$ cat config.mk
export PLATFORM = sky130hd
export DESIGN_NAME = fetch_buffer
export DESIGN_NICKNAME = d
export VERILOG_FILES = /design/src/rtl/fetch_buffer_pkg.sv /design/src/rtl/fetch_buffer_storage.sv /design/src/rtl/fetch_buffer.sv
export SDC_FILE = /design/constraint.sdc
export NUM_CORES = 1
export LEC_CHECK = 0
export BUFFER_PORTS_ARGS = -buffer_cell sky130_fd_sc_hd__buf_2
export CORE_MARGIN = 2
export CORE_UTILIZATION = 35
export DETAILED_ROUTE_END_ITERATION = 16
export SYNTH_ARGS = -nofsm -noshare
export SYNTH_HDL_FRONTEND = slang
export SYNTH_SLANG_ARGS = --single-unit
$ cat constraint.sdc
create_clock -name clk -period 7.2 [get_ports clk]
set_input_delay 2.16 -clock clk [delete_from_list [all_inputs] [get_ports clk]]
set_output_delay 2.16 -clock clk [all_outputs]
set_load 0.005 [all_outputs]
$ cat src/rtl/fetch_buffer_pkg.sv
// -----------------------------------------------------------------------------
// fetch_buffer_pkg
// Shared fetch-side types. Provides the PC and instruction widths and the
// entry record carried through the fetch buffer.
// No ports (package).
// -----------------------------------------------------------------------------
package fetch_buffer_pkg;

  localparam int ADDR_WIDTH         = 32;
  localparam int INSN_WIDTH         = 32;
  localparam int FETCH_BUFFER_DEPTH = 4;

  typedef logic [ADDR_WIDTH-1:0] PC;
  typedef logic [INSN_WIDTH-1:0] Instruction;

  typedef struct packed {
    PC          pc;
    Instruction instruction;
    logic       predTaken;
    PC          predPc;
  } FetchBufferEntry;

  // All-zero entry: what decode sees as a bubble (NOP) when the buffer is empty.
  function automatic FetchBufferEntry fetch_buffer_entry_zero();
    FetchBufferEntry e;
    e = '0;
    return e;
  endfunction

endpackage

$ cat src/rtl/fetch_buffer_storage.sv
// -----------------------------------------------------------------------------
// fetch_buffer_storage
// DEPTH x FetchBufferEntry register array: one synchronous write port, one
// asynchronous (combinational) read port, asynchronous clear on reset.
//
// Ports:
//   clk      in   clock
//   rst_n    in   asynchronous active-low reset, clears every entry
//   i_we     in   write enable
//   i_waddr  in   write index
//   i_wdata  in   entry to write
//   i_raddr  in   read index
//   o_rdata  out  entry at i_raddr (combinational)
// -----------------------------------------------------------------------------
module fetch_buffer_storage
  import fetch_buffer_pkg::*;
#(
  parameter int DEPTH = FETCH_BUFFER_DEPTH,
  parameter int PW    = $clog2(DEPTH)
) (
  input  logic            clk,
  input  logic            rst_n,
  input  logic            i_we,
  input  logic [PW-1:0]   i_waddr,
  input  FetchBufferEntry i_wdata,
  input  logic [PW-1:0]   i_raddr,
  output FetchBufferEntry o_rdata
);

  FetchBufferEntry r_mem [DEPTH];

  always_ff @(posedge clk or negedge rst_n) begin
    if (!rst_n) begin
      for (int i = 0; i < DEPTH; i++) begin
        r_mem[i] <= '0;
      end
    end else if (i_we) begin
      r_mem[i_waddr] <= i_wdata;
    end
  end

  assign o_rdata = r_mem[i_raddr];

endmodule

$ cat src/rtl/fetch_buffer.sv
// -----------------------------------------------------------------------------
// fetch_buffer
// In-order instruction buffer between fetch and decode. Holds up to DEPTH
// entries {pc, instruction, predTaken, predPc}; drains to decode over a
// valid/ready handshake. A flush empties it in one cycle. There is no empty
// bypass: a pushed entry becomes visible the cycle after the push.
// DEPTH must be a power of two and >= 2 so the pointers wrap naturally.
//
// Ports:
//   clk                in   clock, rising edge
//   rst_n              in   asynchronous active-low reset
//   i_flush            in   synchronous flush (highest priority)
//   i_in_valid         in   fetch presents an instruction
//   o_in_ready         out  buffer not full (registered state only)
//   i_in_pc            in   PC of incoming instruction
//   i_in_instruction   in   instruction word
//   i_in_pred_taken    in   predictor said taken
//   i_in_pred_pc       in   predicted target
//   o_out_valid        out  head entry valid (registered state only)
//   i_out_ready        in   decode consumes head this cycle
//   o_out_pc           out  head PC, zero when empty
//   o_out_instruction  out  head instruction, zero when empty
//   o_out_pred_taken   out  head prediction, zero when empty
//   o_out_pred_pc      out  head predicted target, zero when empty
//   o_count            out  occupancy 0..DEPTH
// -----------------------------------------------------------------------------
module fetch_buffer
  import fetch_buffer_pkg::*;
#(
  parameter int DEPTH = FETCH_BUFFER_DEPTH,
  parameter int PW    = $clog2(DEPTH),
  parameter int CW    = $clog2(DEPTH) + 1
) (
  input  logic                  clk,
  input  logic                  rst_n,
  input  logic                  i_flush,
  input  logic                  i_in_valid,
  output logic                  o_in_ready,
  input  logic [ADDR_WIDTH-1:0] i_in_pc,
  input  logic [INSN_WIDTH-1:0] i_in_instruction,
  input  logic                  i_in_pred_taken,
  input  logic [ADDR_WIDTH-1:0] i_in_pred_pc,
  output logic                  o_out_valid,
  input  logic                  i_out_ready,
  output logic [ADDR_WIDTH-1:0] o_out_pc,
  output logic [INSN_WIDTH-1:0] o_out_instruction,
  output logic                  o_out_pred_taken,
  output logic [ADDR_WIDTH-1:0] o_out_pred_pc,
  output logic [CW-1:0]         o_count
);

  localparam logic [CW-1:0] FULL_COUNT = CW'(DEPTH);

  logic [PW-1:0]   r_wptr;
  logic [PW-1:0]   r_rptr;
  logic [CW-1:0]   r_count;

  logic            w_push;
  logic            w_pop;
  logic            w_we;
  FetchBufferEntry w_wdata;
  FetchBufferEntry w_head;
  FetchBufferEntry w_out;

  // Handshake flags come only from registered count; no pass-through when full.
  assign o_in_ready  = (r_count != FULL_COUNT);
  assign o_out_valid = (r_count != '0);

  assign w_push = i_in_valid  && o_in_ready;
  assign w_pop  = o_out_valid && i_out_ready;

  // A push in a flush cycle is stale; do not even write it.
  assign w_we = w_push && !i_flush;

  assign w_wdata.pc          = i_in_pc;
  assign w_wdata.instruction = i_in_instruction;
  assign w_wdata.predTaken   = i_in_pred_taken;
  assign w_wdata.predPc      = i_in_pred_pc;

  fetch_buffer_storage #(
    .DEPTH (DEPTH),
    .PW    (PW)
  ) u_storage (
    .clk     (clk),
    .rst_n   (rst_n),
    .i_we    (w_we),
    .i_waddr (r_wptr),
    .i_wdata (w_wdata),
    .i_raddr (r_rptr),
    .o_rdata (w_head)
  );

  always_ff @(posedge clk or negedge rst_n) begin
    if (!rst_n) begin
      r_wptr  <= '0;
      r_rptr  <= '0;
      r_count <= '0;
    end else if (i_flush) begin
      r_wptr  <= '0;
      r_rptr  <= '0;
      r_count <= '0;
    end else begin
      if (w_push) r_wptr <= r_wptr + PW'(1);
      if (w_pop)  r_rptr <= r_rptr + PW'(1);
      case ({w_push, w_pop})
        2'b10:   r_count <= r_count + CW'(1);
        2'b01:   r_count <= r_count - CW'(1);
        default: r_count <= r_count;
      endcase
    end
  end

  // Stale storage behind an empty buffer (e.g. after a flush) must not leak
  // out; decode sees an all-zero NOP instead.
  assign w_out = o_out_valid ? w_head : fetch_buffer_entry_zero();

  assign o_out_pc          = w_out.pc;
  assign o_out_instruction = w_out.instruction;
  assign o_out_pred_taken  = w_out.predTaken;
  assign o_out_pred_pc     = w_out.predPc;
  assign o_count           = r_count;

endmodule

==> impl_metrics.json <==
{
  "slew_headroom": 0.321,
  "cts_max_level": 2,
  "grt_busiest_layer": "met2",
  "coreArea_um2": 52300,
  "cts_setup_buffers": 0,
  "power.density_nw_per_um2": 356,
  "synth_area_um2": 18500,
  "vias": 10100,
  "fmax_mhz": 194,
  "cap_violations": 0,
  "worst-path-max-fanout": 42,
  "most-common-layout-cells": "393 x dfrtp_1, 268 x mux2_2, 202 x buf_2, 120 x mux2_4, 98 x and2_1",
  "cts-root-buf": "clkbuf_16",
  "worstHoldPathCells": 1,
  "worstRegToRegCells": 6,
  "ctsResizeCount": 0,
  "worstPathArrival_ns": 3.00,
  "yosysTopAreaCell": "dfrtp_1",
  "ant_nets": 0,
  "maxSlewViolCount": 0,
  "ys_seq_area_frac": 0.535,
  "chipWidth_um": 234,
  "die_area_um2": 54700,
  "worstSetupPathType": "flip-flop to output port",
  "synth_area_leaders": "dfrtp_1 53%, mux2_2 16%, mux4_2 12%",
  "syn_nets": 1220,
  "startpoint": "r_rptr[0]$_DFFE_PN0P_",
  "hold_class": "flip-flop to flip-flop",
  "cts_buffer_depth": 3,
  "drt-initial-drc-count": 431,
  "use_met1": 0.205,
  "period_share": 0.717,
  "clk_latency_ns": 0.57,
  "synth_top_cell_area_share": 0.535,
  "switchingPower_mw": 1.97,
  "grt_max_degree": 177,
  "cp-end-kind": "output port",
  "place_ws_ns": 2.54,
  "setup_tns_ns": 0,
  "holdCritStartpoint": "u_storage.r_mem[97]$_DFFE_PN0P_",
  "grt_use_total": 0.153,
  "crit_required_ns": 5.04,
  "cts_tree": "yes",
  "ys_types": 40,
  "p_sw_frac": 0.258,
  "gr-usage-met3": 0.0353,
  "ys_seq_elements": 395,
  "die_h_um": 234,
  "tightest_slew_ns": 1.02,
  "drive_gt1_frac": 0.591,
  "first_pass_iters": 4,
  "grt_pass1_wl_um": 64400,
  "cts_buffers": 46,
  "fin_area_um2": 21500,
  "setup_viol": 0,
  "leakagePower_nw": 9.96,
  "seqPwrFrac": 0.447,
  "clk_pin_slew_ns": 0.06,
  "ios": 204,
  "gr-usage-met2": 0.248,
  "postSynthCellCount": 1113,
  "final_common_cell": "dfrtp_1",
  "wirelength_um": 41300,
  "finalHoldViolations": 0,
  "viasPerCell": 5.02,
  "grt_pass1_vias": 11000,
  "overflow": 0,
  "numPortBuffers": 203,
  "rsz0062_at_grt": "false",
  "start_util": 0.353,
  "intPower_mw": 5.67,
  "yosysWarnings": 0,
  "placementRows": 84,
  "antenna_found_initial": 9,
  "start_kind": "flip-flop",
  "nNetsFinal": 1403,
  "p_comb_frac": 0.246,
  "drcViolationCount": 0,
  "syn_avg_cell_area_um2": 16.6,
  "wire_per_inst_um": 20.4,
  "ir_drop_mv": 0.196,
  "r2r-start": "o_count[0]$_DFFE_PN0P_",
  "cts.sinks": 395,
  "p_clk_frac": 0.307,
  "placed_area_um2": 19900,
  "period_minus_slack_ns": 5.16,
  "total_power_mw": 7.64,
  "fin_ws_ns": 2.04,
  "ctsHoldBuffers": 0,
  "status": "completed",
  "finClkSkew_ns": 0.0173,
  "dp_hpwl_um": 24100,
  "gp_congestion": 0.704,
  "syn2layout_area_growth_pct": 16.1
}
## cell type report
cell class	count	area, µm²
fill	4821	30900
sequential	395	9890
multi-input combinational	633	7980
clock buffer	64	1330
timing repair buffer	217	1180
tap	688	861
clock inverter	19	196
inverter	3	11.3
antenna	1	2.50
## critical path, stage by stage, from the launching register on
cell and delay (ns):
dfrtp_4 1.04, buf_4 0.47, mux4_2 0.54, and2_1 0.19, buf_2 0.13
## Yosys cell counts
cell type and n:
o311ai_0 1, mux2_4 120, nand2_1 8, clkbuf_2 1, nand3_1 3, ha_1 4, xnor2_1 1, and3b_1 1
a221oi_1 1, buf_2 16, buf_4 19, and3_1 1, or3b_4 1, a21o_1 1, mux2_2 268, o21ai_0 2
dfrtp_1 395, and4b_1 1, clkbuf_1 28, o211ai_1 1, mux4_2 97, nor4_1 1, buf_1 2, xor2_1 3
fa_1 1, a21oi_1 3, buf_6 4, or3_1 2, o22ai_1 2, o221ai_1 1, nand2_4 3, nand2b_1 1
nor2_1 4, a31oi_1 1, and2_1 98, buf_8 3, buf_12 9, nand3b_1 1, a2111oi_0 1, inv_1 3
## worst paths after layout
path | endpoint | slack, ns
setup / recovery | o_out_pc[23] | 2.04
hold / removal | u_storage.r_mem[97]$_DFFE_PN0P_ | 0.50
setup reg to reg | o_count[1]$_DFFE_PN0P_ | 3.89
hold reg to reg | u_storage.r_mem[97]$_DFFE_PN0P_ | 0.50
max in group asynchronous | u_storage.r_mem[344]$_DFFE_PN0P_ | 4.22
min in group asynchronous | u_storage.r_mem[113]$_DFFE_PN0P_ | 1.55
## metal layers
layer	up-vias	wire (µm)
met2	190	19600
met1	5424	18800
met3	68	1950
met5	-	99
li1	4442	-
met4	16	796
## metrics by stage
step / std cells / hold slack, ns / utilization
after floorplan: 1113 / 0.474 / -
after global placement: 1936 / 0.482 / 0.381
after detailed placement: 1936 / 0.489 / 0.381
after CTS: 2019 / 0.503 / 0.410
after global routing: 2020 / 0.508 / 0.410
final: 2020 / 0.499 / 0.410
## cells by family (layout without fill, tap and decap cells)
family                   count (synthesis)  in the layout  share of synthesized area
adder cells (fa/ha/maj)                  5              5                    0.00379
flip-flops                             395            395                      0.535
buffers and inverters                   85            303                     0.0336
multiplexers                           485            485                      0.379
other                                    0              1                          0
XOR/XNOR                                 4              4                    0.00190
AO/OA/AOI/OAI                           14             14                    0.00508
AND/OR/NAND/NOR                        125            125                     0.0420
## power groups by stage
stage               combinational, mW  clock [mW]  sequential (mW)
floorplan                        1.50           0             3.28
global placement                 1.87           0             3.41
detailed placement               1.92           0             3.44
CTS                              1.92        2.43             3.42
global route                     2.05        2.51             3.51
finish                           1.88        2.34             3.42
## registers in the layout, summed over array words and instances (netlist names)
signal           flops
r_wptr               2
o_count              3
r_rptr               2
u_storage.r_mem    388
No activity file was read; power rests on OpenSTA's default activity.
